`src/rtl/bullet_scheduler.sv`:
```
// bullet_scheduler: player weapon bullet pool.
// A fire request allocates the lowest free slot once per frame, gated by a
// frame-tick cooldown. Every frame tick walks the slots one per clk, moving
// active bullets upward and retiring those that leave the top. Collision
// reports retire a slot immediately. A registered per-pixel hit test drives
// the VGA mixer.
// Optional feature: define BULLET_AUTOFIRE_EN to make fire level-sensitive
// (holding fire re-arms the request every clk); otherwise only a 0->1
// transition of fire arms a request.
module bullet_scheduler #(
    parameter int NUM_SLOTS = 4,
    parameter int COOLDOWN  = 8,
    parameter int SPEED     = 4,
    parameter int BULLET_W  = 4,
    parameter int BULLET_H  = 16,
    parameter int X_OFF     = 18
) (
    input  logic                    clk,
    input  logic                    rst,
    input  logic                    tick,
    input  logic                    fire,
    input  logic [9:0]              p_x,
    input  logic [9:0]              p_y,
    input  logic [9:0]              x,
    input  logic [9:0]              y,
    input  logic                    hit_valid,
    input  logic [2:0]              hit_slot,
    output logic                    bullet_en,
    output logic [11:0]             bullet_rgb,
    output logic [NUM_SLOTS-1:0]    active_mask,
    output logic [NUM_SLOTS*10-1:0] slot_x,
    output logic [NUM_SLOTS*10-1:0] slot_y,
    output logic                    fire_ack
);

    localparam int IW = $clog2(NUM_SLOTS);
    localparam int CW = $clog2(COOLDOWN + 1);
    localparam logic [IW-1:0] LAST_IDX   = IW'(NUM_SLOTS - 1);
    localparam logic [CW-1:0] COOLDOWN_V = CW'(COOLDOWN);
    localparam logic [9:0]    SPEED_V    = 10'(SPEED);
    localparam logic [9:0]    X_OFF_V    = 10'(X_OFF);
    localparam logic [9:0]    BH_V       = 10'(BULLET_H);
    localparam logic [10:0]   BW11       = 11'(BULLET_W);
    localparam logic [10:0]   BH11       = 11'(BULLET_H);
    localparam logic [3:0]    NUM_SLOTS_V = 4'(NUM_SLOTS);

    typedef enum logic [1:0] {IDLE, UPDATE, SPAWN} state_t;

    state_t               state;
    state_t               state_next;
    logic [IW-1:0]        idx;
    logic [CW-1:0]        cooldown;
    logic                 fire_pending;
    logic                 tick_pending;
    logic                 fire_prev;
    logic                 fire_req;

    logic [NUM_SLOTS-1:0] active;
    logic [9:0]           b_x [NUM_SLOTS];
    logic [9:0]           b_y [NUM_SLOTS];

    logic                 frame_start;
    logic                 upd_step;
    logic                 spawn_go;
    logic                 any_free;
    logic                 hit_ok;
    logic [NUM_SLOTS-1:0] free_onehot;
    logic [NUM_SLOTS-1:0] spawn_sel;
    logic [NUM_SLOTS-1:0] upd_sel;
    logic [NUM_SLOTS-1:0] hit_clr;
    logic [NUM_SLOTS-1:0] pix_hit;
    logic [9:0]           spawn_x;
    logic [9:0]           spawn_y;

`ifdef BULLET_AUTOFIRE_EN
    assign fire_req = fire;
`else
    assign fire_req = fire && !fire_prev;
`endif

    // Spawn position: x wraps in 10 bits, y saturates at the top edge.
    assign spawn_x = p_x + X_OFF_V;
    assign spawn_y = (p_y < BH_V) ? 10'd0 : (p_y - BH_V);

    // Out-of-range collision reports are ignored.
    assign hit_ok = ({1'b0, hit_slot} < NUM_SLOTS_V);

    // FSM state register.
    always_ff @(posedge clk or posedge rst) begin
        if (rst) state <= IDLE;
        else     state <= state_next;
    end

    // FSM next-state logic: IDLE -> UPDATE (one slot per clk) -> SPAWN -> IDLE.
    always_comb begin
        state_next = state;
        case (state)
            IDLE:    if (tick || tick_pending) state_next = UPDATE;
            UPDATE:  if (idx == LAST_IDX) state_next = SPAWN;
            SPAWN:   state_next = IDLE;
            default: state_next = IDLE;
        endcase
    end

    // FSM outputs: frame start, per-slot update strobe, spawn decision.
    always_comb begin
        frame_start = 1'b0;
        upd_step    = 1'b0;
        spawn_go    = 1'b0;
        case (state)
            IDLE:    frame_start = tick || tick_pending;
            UPDATE:  upd_step    = 1'b1;
            SPAWN:   spawn_go    = fire_pending && (cooldown == '0) && any_free;
            default: ;
        endcase
    end

    // Lowest-index free slot as a one-hot vector.
    always_comb begin
        free_onehot = '0;
        any_free    = 1'b0;
        for (int i = NUM_SLOTS - 1; i >= 0; i--) begin
            if (!active[i]) begin
                free_onehot    = '0;
                free_onehot[i] = 1'b1;
                any_free       = 1'b1;
            end
        end
    end

    assign spawn_sel = spawn_go ? free_onehot : '0;

    // Global control: slot index, cooldown, request latches, fire_ack.
    always_ff @(posedge clk or posedge rst) begin
        if (rst) begin
            idx          <= '0;
            cooldown     <= '0;
            fire_pending <= 1'b0;
            tick_pending <= 1'b0;
            fire_prev    <= 1'b0;
            fire_ack     <= 1'b0;
        end else begin
            fire_prev <= fire;
            fire_ack  <= spawn_go;

            if (frame_start)
                idx <= '0;
            else if (upd_step && idx != LAST_IDX)
                idx <= idx + 1'b1;

            if (spawn_go)
                cooldown <= COOLDOWN_V;
            else if (frame_start && cooldown != '0)
                cooldown <= cooldown - 1'b1;

            // A new request in the spawn clk re-arms, so autofire never loses a frame.
            if (fire_req)
                fire_pending <= 1'b1;
            else if (spawn_go)
                fire_pending <= 1'b0;

            // One-deep tick buffer while a frame update is in flight.
            if (tick && state != IDLE)
                tick_pending <= 1'b1;
            else if (frame_start)
                tick_pending <= 1'b0;
        end
    end

    genvar gi;
    generate
        for (gi = 0; gi < NUM_SLOTS; gi++) begin : g_slot
            assign hit_clr[gi] = hit_valid && hit_ok && (hit_slot == 3'(gi));
            assign upd_sel[gi] = upd_step && (idx == IW'(gi));

            // Slot state: collision retire wins over spawn and frame update.
            always_ff @(posedge clk or posedge rst) begin
                if (rst) begin
                    active[gi] <= 1'b0;
                    b_x[gi]    <= '0;
                    b_y[gi]    <= '0;
                end else if (hit_clr[gi]) begin
                    active[gi] <= 1'b0;
                end else if (spawn_sel[gi]) begin
                    active[gi] <= 1'b1;
                    b_x[gi]    <= spawn_x;
                    b_y[gi]    <= spawn_y;
                end else if (upd_sel[gi] && active[gi]) begin
                    if (b_y[gi] < SPEED_V)
                        active[gi] <= 1'b0;
                    else
                        b_y[gi] <= b_y[gi] - SPEED_V;
                end
            end

            // Pixel coverage in 11 bits so a bullet at the right/bottom edge does not wrap.
            assign pix_hit[gi] = active[gi]
                && ({1'b0, x} >= {1'b0, b_x[gi]}) && ({1'b0, x} < ({1'b0, b_x[gi]} + BW11))
                && ({1'b0, y} >= {1'b0, b_y[gi]}) && ({1'b0, y} < ({1'b0, b_y[gi]} + BH11));

            assign slot_x[gi*10 +: 10] = b_x[gi];
            assign slot_y[gi*10 +: 10] = b_y[gi];
        end
    endgenerate

    assign active_mask = active;

    // Registered render output for the pixel presented one clk earlier.
    always_ff @(posedge clk or posedge rst) begin
        if (rst) begin
            bullet_en  <= 1'b0;
            bullet_rgb <= 12'h000;
        end else begin
            bullet_en  <= |pix_hit;
            bullet_rgb <= (|pix_hit) ? 12'h00F : 12'h000;
        end
    end

endmodule
```
`config.mk`:
```
export PLATFORM = sky130hd
export DESIGN_NAME = bullet_scheduler
export DESIGN_NICKNAME = d
export VERILOG_FILES = /design/src/rtl/bullet_scheduler.sv
export SDC_FILE = /design/constraint.sdc
export NUM_CORES = 1
export LEC_CHECK = 0
export BUFFER_PORTS_ARGS = -buffer_cell sky130_fd_sc_hd__buf_2
export CORE_ASPECT_RATIO = 0.6
export CORE_UTILIZATION = 45
export DETAILED_ROUTE_END_ITERATION = 10
export PLACE_DENSITY = 0.69
export SETUP_SLACK_MARGIN = 0.5
export SYNTH_ARGS = -nofsm -noshare
export SYNTH_HDL_FRONTEND = slang
export SYNTH_SLANG_ARGS = --single-unit
```
`constraint.sdc`:
```
create_clock -name clk -period 3.1 [get_ports clk]
set_input_delay 0.62 -clock clk [delete_from_list [all_inputs] [get_ports clk]]
set_output_delay 0.62 -clock clk [all_outputs]
set_load 0.005 [all_outputs]
```
* After elaboration in Yosys (flattened, before gate mapping)
Cells that the tools add are included.
** Operators by class
- Add/subtract/negate cells :: 16
- $lt $le $gt $ge :: 22
- Equality and inequality tests :: 15
- Mux-type cells :: 53
- Bitwise gates (word level) :: 4
- Reduce and logical (&&, ||, !) cells :: 73
** Operators with widths (count)
- 10-bit 2-to-1 mux :: 13
- 10-bit by 11-bit < comparator with 1-bit output :: 8
- 10-bit >= comparator :: 8
- 10-bit by 3-bit adder with 11-bit output, second input constant :: 4
- 10-bit by 5-bit adder with 11-bit output, second input constant :: 4
- 10-bit by 3-bit < comparator with 1-bit output, second input constant :: 4
- 10-bit by 3-bit subtractor with 10-bit output, second input constant :: 4
- 1-bit logical AND :: 35
- 4-bit 2-to-1 mux :: 8
- 1-bit 2-to-1 mux :: 27
- 3-bit nonzero test :: 8
- 2-bit AND reduction :: 9
- 2-bit nonzero test :: 9
- 2-bit != test, second input constant :: 7
- 3-bit AND reduction :: 4
- 10-bit by 5-bit adder with 10-bit output, second input constant :: 1
- 10-bit by 5-bit < comparator with 1-bit output, second input constant :: 1
- 10-bit by 5-bit subtractor with 10-bit output, second input constant :: 1
- 2-bit 2-to-1 mux :: 4
- 2-bit == test, second input constant :: 3
- 3-bit by 2-bit == test with 1-bit output, second input constant :: 2
- 2-bit by 1-bit == test with 1-bit output, second input constant :: 2
- 2-bit logical NOT :: 2
- 4-bit logical NOT :: 1
- 11 further kinds :: 14
** Storage, ports and cells
- Register bits after elaboration :: 101
- Bits of input ports :: 48
- Output and inout port bits :: 98
- Logic and storage cells :: 204

* Longest topological paths before layout
Gate-level depths: netlist of the first run.
- Depth after elaboration :: 9
- Mapped depth :: 12
- Depth with buffers taken out :: 12

* Least setup slack after synthesis of the first run
OpenSTA, ideal clock, no wires.
- Path type :: flip-flop to flip-flop
- Start :: register cooldown[0]
- End :: register b_y, in the netlist slot_y[15]
- Library setup time :: 0.121 ns
- Data arrival time :: 2.041 ns
- Data required time :: 2.979 ns
- Setup slack :: 0.938 ns
- Stages on the path, launching flop included :: 10
- Buffers on the path :: 1
- Period minus slack after synthesis :: 2.162 ns
- Cell sequence :: dfrtp_1 inv_1 ha_1 nor3b_2 nand4b_4 or3b_1 buf_6 a21oi_4 o21ai_0 a22o_1
** Between the ends
- Longest elaborated chain between the ends :: 7
- Elaborated cells between the ends (all ways) :: 9
- Those cells by class :: eq/ne (1); mux (3); reduce/logical (5)
** RTL lines
- from (decl) :: line 52 : logic [CW-1:0] cooldown;
- from (signal assigned) :: line 154 : cooldown <= cooldown - 1'b1;
- 4-bit logical NOT * :: line 113 : SPAWN: spawn_go = fire_pending && (cooldown == '0) && any_free;
- 1-bit logical AND * (2 in series) :: line 113
- 1-bit 2-to-1 mux * :: line 110 : case (state)
- 4-bit 2-to-1 mux * :: line 131 : assign spawn_sel = spawn_go ? free_onehot : '0;
- 2-bit != test (no line) / 2-bit nonzero test (equally long branches)
- 3-bit AND reduction (no line)
- to (signal, indexed assignment) :: line 187 : b_y[gi] <= spawn_y;
- to (signal, indexed assignment) :: line 192 : b_y[gi] <= b_y[gi] - SPEED_V;
- to (decl) :: line 60 : logic [9:0] b_y [NUM_SLOTS];
Every way passes the cells marked *; elsewhere a longest branch is shown, timed or not.
A chain may end at the register's enable or synchronous reset.

* Worst setup path after layout of the first run
- Start :: register b_x, in the netlist slot_x[37]
- End :: register bullet_rgb[2]
** Between the ends
- Longest elaborated chain between the ends :: 7
- Elaborated cells between the ends (all ways) :: 9
- Those cells by class :: add/sub (1); order compare (2); mux (1); reduce/logical (5)
** RTL lines
- from (decl) :: line 59 : logic [9:0] b_x [NUM_SLOTS];
- from (signal, indexed assignment) :: line 186 : b_x[gi] <= spawn_x;
- 10-bit by 3-bit adder with 11-bit output / 10-bit >= comparator (equally long branches) :: line 198 : && ({1'b0, x} >= {1'b0, b_x[gi]}) && ({1'b0, x} < ({1'b0, b_x[gi]} + BW11))
- 10-bit by 11-bit < comparator with 1-bit output / 1-bit logical AND (equally long branches) :: line 198
- 1-bit logical AND * :: line 198
- 1-bit logical AND * (2 in series) :: line 199 : && ({1'b0, y} >= {1'b0, b_y[gi]}) && ({1'b0, y} < ({1'b0, b_y[gi]} + BH11));
- 4-bit OR reduction * :: line 215 : bullet_rgb <= (|pix_hit) ? 12'h00F : 12'h000;
- 4-bit 2-to-1 mux * :: line 215
- to (signal assigned) :: line 215
- to (decl) :: line 29 : output logic [11:0] bullet_rgb,
Marked as above.

==> impl_results.md, run 1 <==
* Fin cells at 1466
* Number of I/O port buffers at 137
* Crit path required time at 3390 ps
* Switching Share at 41.1%
* Layout cells sized above 1 at 16.9%
* CTS Buffer Depth at 2
* Most frequent cells in the layout: 158 x ha_1, 137 x buf_2, 113 x o21ai_0
* Io pins at 146
* Clock skew at between 7 and 8 ps
* DRT Wirelength at 26.5 mm
* Setup TNS at 0 ps
* Max-cap violation count at 0
* Final Hold Fails at 0
* Commonest non-fill, non-tap cell in the layout: ha_1
* Leak pwr at 0.00486 uW
* Final RePlAce weighted congestion at 0.924
* Residual DRC at 0
* Clk slew on worst S/H paths at approximately 70 ps
* Vias in the first global route at 7485
* Gr ovfl total at 0
* Root Buffer: clkbuf_16
* Clk pwr share at 21.3%
* # setup viols final at 0
* Pwr Density at around 580 nW/um^2
* CP cell instances: and3_1, and3_1, and3_1, xnor2_1, ha_1, a21o_1, a221o_1, a21oi_1, nand4b_1, nand4_1
* Initial drt markers at 556
* RSZ-0062 raised after global routing: no
* Synth cell types at 61
* Sequential fraction of design power at around 34%
* Synthesized flop and latch total at 97
* F_max at about 400 MHz
* Post-layout min period at 2500 ps
* Fin crit share at 80.5%
* Critical path's slowest cell: dfrtp_1
* EDFF count, synth at 0
* H-tree depth at 3
* Top FF cell, synth: dfrtp_1
* Psw at 2450 uW
* Crit path top cell by count: and3_1
* Crit. End Element: flop
* Post-placement cell count at 1438
* Global-route wire length before repair at between 40 and 50 mm
* Share of synthesized registers carrying an async set or reset at 100%
* WL/cell at 18.1 um
* TritonCTS Buffers at 9
* Nets at between 1000 and 1500
* Slew Limit Fails at 0
* Die X at 182 um
* First-pass DRT Iterations at 5
* Setup Crit Path Kind: reg -> reg
* Logic gate share of total power at around 45%
* Clock Latency Late Sink at 360 ps
* Starting density of the core at a little under half
* Worst-path fanout max at 5
* Antenna viol nets, final at 0
* DR vias at 8346
* Status: complete, no violations
* P_int at 3510 uW
* Antenna cell count at 0
* Die height at ~110 um
* Seq/Total Area, Yosys at 27.6%
* Startpoint type of the worst setup path: flop
* Layout area overhead at 16.1%
* Row Count at 39
* Worst min path class: in -> async
* Synth warn at 0
* Vias per cell at ~5.7
* Worst EP arrival at between 2000 and 3000 ps
* Initial antenna violation count at 0
* Maximum vdd drop at a little over 0.0003 V
* Total track usage at 26.7%
* Detailed-placement wirelength estimate at 21.3 mm
* # clock sinks at 97
* Rel. slew slack at 48.6%
* Worst Max-Slew Pin Slew at approximately 760 ps
* Mapped Cells at 1049
* Avg Inst Size Synth at 8.38 sq um
* Area of the die at 20100 sq um
* Largest net degree at the start of global routing at 43
* Core area at 19100 sq um
* Mapped Area at approximately 9000 sq um
* CTS tree: yes
* CP peak stage delay at 440 ps
[critical path, delay by kind of cell (launching register included)]
family / cells / cell delay, ps
flops: 1 / 440
simple gates: 5 / 960
compound gates: 3 / 600
xor+xnor: 1 / 130
fa+ha+maj: 1 / 300
[logic make-up (layout without fill, tap and decap cells)]
family | Yosys count | count (layout) | share of synthesized area, %
flip-flops | 97 | 97 | 27.6
multiplexers | 8 | 8 | 0.982
XOR/XNOR | 51 | 51 | 5.08
adder cells (fa/ha/maj) | 159 | 159 | 22.6
other | 1 | 8 | 0.0427
AO/OA/AOI/OAI | 288 | 290 | 19.8
AND/OR/NAND/NOR | 309 | 309 | 17.3
buffers and inverters | 136 | 278 | 6.61
[synth_stat cells, types with 4 or more instances]
master,count,area (sq um)
nand2_1,93,349
inv_1,102,383
ha_1,159,1990
o21ai_0,113,566
nor4_1,4,25.0
nor2b_1,14,87.6
a21oi_1,79,395
and3_1,12,75.1
o21a_1,9,67.6
o2111ai_1,4,35.0
a31oi_1,6,37.5
nor3_1,33,165
a22o_1,8,70.1
nand2b_1,14,87.6
nor2_1,58,218
o211ai_1,10,75.1
or4_1,5,37.5
a211oi_1,7,52.6
nand3_1,46,230
nand4_1,7,43.8
a2111oi_0,6,52.6
or3_1,9,56.3
a21o_1,9,67.6
o22ai_1,8,50.1
dfrtp_1,97,2430
buf_2,5,25.0
xor2_1,4,35.0
mux2_2,5,56.3
buf_4,13,97.6
a211o_1,5,43.8
xnor2_1,47,412
clkbuf_1,14,52.6
[power by group through the flow]
stage,sequential (uW),combinational [uW],clock (uW)
CTS,2010,2600,1280
detailed placement,2030,2580,0
floorplan,1880,1820,0
global placement,2030,2510,0
finish,2030,2660,1270
global route,2070,3060,1340
[per-stage QoR]
stage	utilization [%]	instance area [sq um]	setup WS, ps	hold slack [ps]	total power (uW)
final	53.5	10200	604	309	5960
after global routing	53.5	10200	500	344	6470
after CTS	52.8	10100	534	325	5890
after detailed placement	51.1	9750	429	421	4610
after global placement	51.1	9750	452	414	4530
after floorplan	-	8820	938	409	3710
[path summary, 6_finish.rpt]
| path | start | endpoint | slack [ps] | cells after the start |
|---|---|---|---|---|
| hold / removal | rst | slot_x[38] | 310 | 2 |
| setup reg to reg | slot_x[37] | bullet_rgb[2] | 600 | 10 |
| max in group asynchronous | rst | slot_x[25] | 2150 | 3 |
| hold reg to reg | fire_prev | fire_pending | 430 | 1 |
| min in group clk | fire | fire_prev | 380 | 1 |
| setup / recovery | slot_x[37] | bullet_rgb[2] | 600 | 10 |
[area by class of cell]
cell class	count	area [sq um]
Clock inverter	4	76.3
Inverter	102	387
Clock buffer	11	253
Tap cell	266	333
Sequential cell	97	2430
Multi-Input combinational cell	825	5840
Timing Repair Buffer	161	878
Fill cell	1801	8880
[sequential cells by signal, indices dropped and copies added, names as in the netlist]
register and count:
active_mask 4, bullet_rgb 1, cooldown 4, fire_ack 1, fire_pending 1, fire_prev 1, idx 2, slot_x 40
slot_y 40, state 2, tick_pending 1
[per-layer routing]
layer / up-vias / GRT usage [%] / wire length [um] / share of wire [%]
met1: 3972 / 41.1 / 13700 / 52
met5: - / 0 / 0 / 0
met4: 0 / 5.34 / 277 / 1.0
li1: 4021 / - / - / -
met2: 331 / 37.2 / 10200 / 39
met3: 22 / 6.34 / 2310 / 8.7
[what timing repair did]
action / CTS / global route
setup buffers: 0 / 11
gates resized for setup: 1 / 9
setup endpoints to repair: 3 / 19
gates cloned: 0 / 2
pin swaps: 0 / 3
hold buffers: 0 / 0
endpoints found under the hold margin: 0 / 0
Power figures use the tool's default switching activity.
==> inputs of run 2 (changes only) <==
==> constraint.sdc (replaced) <==
create_clock -name clk -period 2.09 [get_ports clk]
set_input_delay 0.418 -clock clk [delete_from_list [all_inputs] [get_ports clk]]
set_output_delay 0.418 -clock clk [all_outputs]
set_load 0.005 [all_outputs]
==> run 2 against run 1 <==
Effect of this change: the run now ends with negative setup slack left; non-clock buffer count up 189; flip-flop and latch count unchanged; die area unchanged; core utilization up 14 points; register-to-register slack worse by 920 ps; first-iteration DRC count up 49%; via count up 14%; clock skew up 3.2 ps; combinational power up 110%; count of clock-buffer cells in the layout down 1; critical path type unchanged; largest cell class unchanged; highest routed layer unchanged.
==> impl_results.md, run 2 (synthesized netlist as in run 1, its figures left out) <==
* Vias per cell at 5.75 (+1.1%)
* Final worst setup slack at -316 ps (-920 ps)
* Final Hold Fails at 0 (unchanged)
* Area of the multi-input gates at 6600 sq um (+13%)
* Psw at 4260 uW (+74%)
* Die X at 182 um (unchanged)
* Leak pwr at 0.00608 uW (+25%)
* P_int at 5880 uW (+68%)
* Crit. End Element: flop
* Fillers at 1499 (-17%)
* Residual DRC at 0 (unchanged)
* Area of the die at 20100 sq um (unchanged)
* Row Count at 39 (unchanged)
* Global-route wire length before repair at 47.6 mm (+17%)
* Area after DPL at 11000 sq um (+12%)
* Largest net degree at the start of global routing at 30 (-30%)
* Commonest non-fill, non-tap cell in the layout: ha_1
* Worst-path fanout max at 5 (unchanged)
* Antenna viol nets, final at 0 (unchanged)
* Core area at 19100 sq um (unchanged)
* Gr ovfl total at 0 (unchanged)
* Hold_ws at 133 ps (-177 ps)
* Setup Crit Path Kind: reg -> reg
* Number of I/O port buffers at 137 (unchanged)
* Nets at 1595 (+14%)
* WL/cell at 19.9 um (+10%)
* RSZ-0062 raised after global routing: yes
* F_max at 416 MHz (+3.8%)
* Register Area at 2430 sq um (-0.10%)
* Final Instance Area at 12800 sq um (+26%)
* CTS tree: yes
* Clk pwr share at 18.0% (-3.3 points)
* Final RePlAce weighted congestion at 0.918 (-0.67%)
* Die height at 110 um (unchanged)
* Fin crit share at 115% (+35 points)
* Failing checks: negative setup slack
* # setup viols final at 79 (+79)
* Total track usage at 31.3% (+4.6 points)
* Initial antenna violation count at 0 (unchanged)
* Layout area overhead at 46.1%
* Maximum vdd drop at 0.000509 V (+68%)
* Startpoint type of the worst setup path: flop
* DR vias at 9551 (+14%)
* Root Buffer: clkbuf_16
* # clock sinks at 97 (unchanged)
* Post-layout min period at 2410 ps (-90.2 ps)
* Rel. slew slack at 51.3% (+2.8 points)
* Most frequent cells in the layout: 158 x ha_1, 152 x buf_4, 137 x buf_2
* Worst EP arrival at 2660 ps (-120 ps)
* CTS Buffer Depth at 2 (unchanged)
* Layout cells sized above 1 at 38.3% (+21 points)
* Crit path required time at 2350 ps (-1040 ps)
* Starting density of the core at 46.1% (unchanged)
* Max-cap violation count at 0 (unchanged)
* Logic gate share of total power at 53.9% (+9.3 points)
* Detailed-placement wirelength estimate at 23.4 mm (+10%)
* Status: finished, violations left
* DRT Wirelength at 33.0 mm (+25%)
* Sequential fraction of design power at 28.2% (-5.8 points)
* Worst min path class: in -> async
* Switching Share at 42.0% (+0.90 points)
* Clk slew on worst S/H paths at 80 ps (about the same)
* Vias in the first global route at 8721 (+17%)
* Worst Max-Slew Pin Slew at 727 ps (-36.1 ps)
* Clock Latency Late Sink at 370 ps (about the same)
* Slew Limit Fails at 0 (unchanged)
* TritonCTS Buffers at 9 (unchanged)
* First-pass DRT Iterations at 6 (+1)
* Io pins at 146 (unchanged)
* Initial drt markers at 831 (+49%)
* Clock skew at 10.3 ps (+3.19 ps)
* Pwr Density at 791 nW/um^2 (+35%)
* H-tree depth at 3 (unchanged)
[run 2: worst max-delay path, stage by stage (launching register included)]
cell      delay (ps)
dfrtp_1          390
inv_2             80
ha_4             120
nor3b_4          230
nand4b_4         180
or3b_4           470
buf_6            140
buf_12           110
a21oi_4          280
o21ai_2          130
nand2_1           90
o21ai_1           60
[run 2: power groups by stage]
| stage | clock network [uW] | registers [uW] | logic [uW] |
|---|---|---|---|
| finish | 1820 | 2860 | 5470 |
| floorplan | 0 | 2800 | 2750 |
| detailed placement | 0 | 2820 | 4850 |
| CTS | 1830 | 2810 | 5070 |
| global placement | 0 | 2800 | 4680 |
| global route | 1900 | 2910 | 6020 |
[run 2: metal layers]
| layer | track usage, % | up-vias | part of all wire (%) |
|---|---|---|---|
| li1 | - | 4445 | - |
| met1 | 45.6 | 4560 | 45 |
| met2 | 45.5 | 489 | 42 |
| met3 | 8.44 | 57 | 11 |
| met4 | 7.80 | 0 | 1.8 |
| met5 | 0 | - | 0 |
[run 2: through the flow]
stage	setup slack, ps	utilization (%)	TNS, ps	power, uW	cells
global placement	-140	57.4	-3050	7490	1582
floorplan	-16.6	-	-55.5	5550	1056
detailed placement	-195	57.4	-5540	7680	1582
CTS	-191	63.6	-4970	9710	1638
global route	-391	67.3	-19990	10800	1659
finish	-316	67.3	-13380	10100	1660
[run 2: layout make-up]
class	instances	share of cell area, %
multi-input cells	828	51.4
repair buffers	350	21.6
flip-flops and latches	97	18.9
inverters	102	3.01
well taps	266	2.59
clock buffers	10	1.86
clock inverters	6	0.575
diodes	1	0.0195
[run 2: path summary, 6_finish.rpt]
path / start / end / slack [ps] / cells after the start
max in group asynchronous: rst / slot_y[26] / 1350 / 3
min in group clk: fire / fire_prev / 170 / 1
setup / recovery: cooldown[1] / slot_y[12] / -320 / 11
hold reg to reg: fire_prev / fire_pending / 470 / 1
hold / removal: rst / slot_y[39] / 130 / 2
setup reg to reg: cooldown[1] / slot_y[12] / -320 / 11
[run 2: repair_timing]
| item | 4_1_cts | 5_1_grt |
|---|---|---|
| gates resized for setup | 159 | 119 |
| hold buffers | 0 | 0 |
| gates cloned | 12 | 3 |
| buffers inserted | 28 | 18 |
| endpoints found under the setup margin | 90 | 94 |
| pin swaps | 57 | 48 |
| endpoints found under the hold margin | 0 | 0 |
==> inputs of run 3 (changes only) <==
--- a/config.mk
+++ b/config.mk
@@ -6,10 +6,10 @@
 export NUM_CORES = 1
 export LEC_CHECK = 0
 export BUFFER_PORTS_ARGS = -buffer_cell sky130_fd_sc_hd__buf_2
-export CORE_ASPECT_RATIO = 0.6
 export CORE_UTILIZATION = 45
 export DETAILED_ROUTE_END_ITERATION = 10
 export PLACE_DENSITY = 0.69
+export REMOVE_ABC_BUFFERS = 1
 export SETUP_SLACK_MARGIN = 0.5
 export SYNTH_ARGS = -nofsm -noshare
 export SYNTH_HDL_FRONTEND = slang
==> run 3 against run 2 <==
Effect of this change: the run still ends with negative setup slack left; flip-flop and latch count stayed put; count of clock-buffer cells in the layout is 1 higher; final cell count rose by 1.4%; sequential share of layout area is 0.12 points lower; global-route usage is 0.26 points lower; cell area grew 0.96%; combinational power up 8.8%; first-iteration DRC count shrank 5.7%; critical path type unchanged; critical endpoint is now bullet_rgb[2].
==> impl_results.md, run 3 (synthesized netlist as in run 1, its figures left out) <==
* Post-layout min period at 2370 ps (-37.6 ps)
* Total chip power at 10600 uW (+4.0%)
* Sequential fraction of design power at 26.7% (-1.5 points)
* Layout area overhead at 47.5%
* F_max at 422 MHz (+1.6%)
* Io pins at 146 (unchanged)
* WL/cell at 19.2 um (-3.5%)
* RR Endpoint: bullet_rgb[2]
* Setup Crit Path Kind: reg -> reg
* Fillers at 1406 (-6.2%)
* R2r startpoint: slot_y[34]
* DR vias at 9762 (+2.2%)
* Antenna viol nets, final at 0 (unchanged)
* DRT Wirelength at 32.3 mm (-2.1%)
* Initial antenna violation count at 0 (unchanged)
* Crit. End Element: flop
* Die X at 142 um (-22%)
* Number of I/O port buffers at 137 (unchanged)
* Final Hold Fails at 0 (unchanged)
* Starting density of the core at 46.5% (+0.45 points)
* Most frequent cells in the layout: 182 x buf_4, 156 x ha_1, 133 x buf_2
* Clk slew on worst S/H paths at 70 ps (about the same)
* Area of the multi-input gates at 6540 sq um (-0.99%)
* Pwr Density at 815 nW/um^2 (+3.0%)
* Critical path origin: slot_y[34]
* Leak pwr at 0.00621 uW (+2.3%)
* Clock Latency Late Sink at 360 ps (about the same)
* Clock skew at 11.0 ps (+0.683 ps)
* Initial drt markers at 784 (-5.7%)
* Slew Limit Fails at 0 (unchanged)
* Detailed-placement wirelength estimate at 22.3 mm (-4.7%)
* First-pass DRT Iterations at 5 (-1)
* Residual DRC at 0 (unchanged)
* Switching Share at 41.0% (-1.1 points)
* Area of the die at 20100 sq um (about the same)
* Critical path's slowest cell: a2111oi_0
* Rel. slew slack at 60.9% (+9.6 points)
* Crit path required time at 2380 ps (+30 ps)
* # clock sinks at 97 (unchanged)
* Final worst setup slack at -278 ps (+37.7 ps)
* Worst EP arrival at 2660 ps (about the same)
* Core area at 18900 sq um (-0.98%)
* Largest net degree at the start of global routing at 39 (+30%)
* Register Area at 2440 sq um (+0.31%)
* Startpoint type of the worst setup path: flop
* Commonest non-fill, non-tap cell in the layout: buf_4
* Fin crit share at 113% (-1.8 points)
* CP peak stage delay at 580 ps (+110 ps)
* Max-cap violation count at 0 (unchanged)
* Psw at 4320 uW (+1.4%)
* P_int at 6230 uW (+6.0%)
* Logic gate share of total power at 56.4% (+2.5 points)
* Crit path to: bullet_rgb[2]
* Clk pwr share at 16.9% (-1.1 points)
* Status: finished, violations left
* Die height at 142 um (+29%)
* Worst Max-Slew Pin Slew at 572 ps (-155 ps)
* R2r setup slk at -280 ps (+40 ps)
* Total track usage at 31.1% (-0.26 points)
* Global-route wire length before repair at 48.2 mm (+1.2%)
* Worst min path class: in -> async
* CTS tree: yes
* Depth of the most critical reg-to-reg path at 8 (-3)
* TritonCTS Buffers at 9 (unchanged)
* CP cell instances: inv_1, ha_1, inv_1, ha_1, a2111oi_0, a21oi_1, nand4b_1, nand4_1
* Nets at 1624 (+1.8%)
* CTS Buffer Depth at 2 (unchanged)
* Gr ovfl total at 0 (unchanged)
* Maximum vdd drop at 0.000641 V (+26%)
* Final RePlAce weighted congestion at 0.979 (+6.7%)
* Vias per cell at 5.80 (+0.81%)
* RSZ-0062 raised after global routing: yes
* # setup viols final at 73 (-7.6%)
* Vias in the first global route at 9334 (+7.0%)
* H-tree depth at 3 (unchanged)
* Layout cells sized above 1 at 39.5% (+1.3 points)
* Row Count at 50 (+28%)
* Worst-path fanout max at 6 (+1)
* Fin cells at 1683 (+1.4%)
* Root Buffer: clkbuf_16
* Failing checks: negative setup slack
* Post-placement cell count at 1607 (+1.6%)
-- run 3: cell type report --
| cell class | count | share of cell area [%] |
|---|---|---|
| antenna | 1 | 0.0193 |
| clock buffer | 11 | 1.95 |
| clock inverter | 5 | 0.415 |
| inverter | 102 | 2.97 |
| multi-input combinational | 827 | 50.4 |
| sequential | 97 | 18.8 |
| tap | 260 | 2.51 |
| timing repair buffer | 380 | 22.9 |
-- run 3: what timing repair did --
action,in CTS,in global routing
gates resized for setup,208,108
cloned,9,3
endpoints found under the setup margin,90,97
hold buffers,0,0
pin swaps,77,44
buffers inserted,29,18
-- run 3: how the worst min path moves through the flow --
stage	slack, ps	to	from	cells past startpoint
6_report	130	slot_x[38]	rst	2
5_1_grt	160	slot_y[28]	rst	2
4_1_cts	150	slot_x[35]	rst	2
3_5_place_dp	440	fire_pending	fire_prev	1
3_3_place_gp	420	fire_pending	fire_prev	1
2_1_floorplan	410	fire_pending	fire_prev	1
-- run 3: layer usage --
layer	share of wire [%]	up-vias	track usage (%)
li1	-	4491	-
met1	40	4685	39.2
met3	7.2	132	5.47
met5	0	-	0
met2	48	454	51.3
met4	4.8	0	15.1
-- run 3: power groups by stage --
stage | Clock (uW) | Sequential [uW] | Combinational (uW)
floorplan | 0 | 2850 | 2600
global route | 1860 | 2870 | 6530
CTS | 1780 | 2780 | 5430
global placement | 0 | 2750 | 4850
detailed placement | 0 | 2770 | 4980
finish | 1790 | 2820 | 5950
-- run 3: worst max-delay path, delay by kind of cell, from the launching register on --
family	cells	cell delay (ps)
buf+inv	2	120
compound gates	2	740
flops	1	450
simple gates	2	410
fa+ha+maj	2	580
-- run 3: through the flow --
stage	TNS [ps]	utilization, %	setup slack, ps	hold slack [ps]	cell area [sq um]
4_1_cts	-2790	65.5	-165	147	12400
2_1_floorplan	-96860	-	-862	409	8620
5_1_grt	-13880	68.6	-423	164	13000
3_5_place_dp	-6670	58.8	-325	443	11100
6_report	-9740	68.6	-278	126	13000
3_3_place_gp	-4980	58.8	-248	419	11100
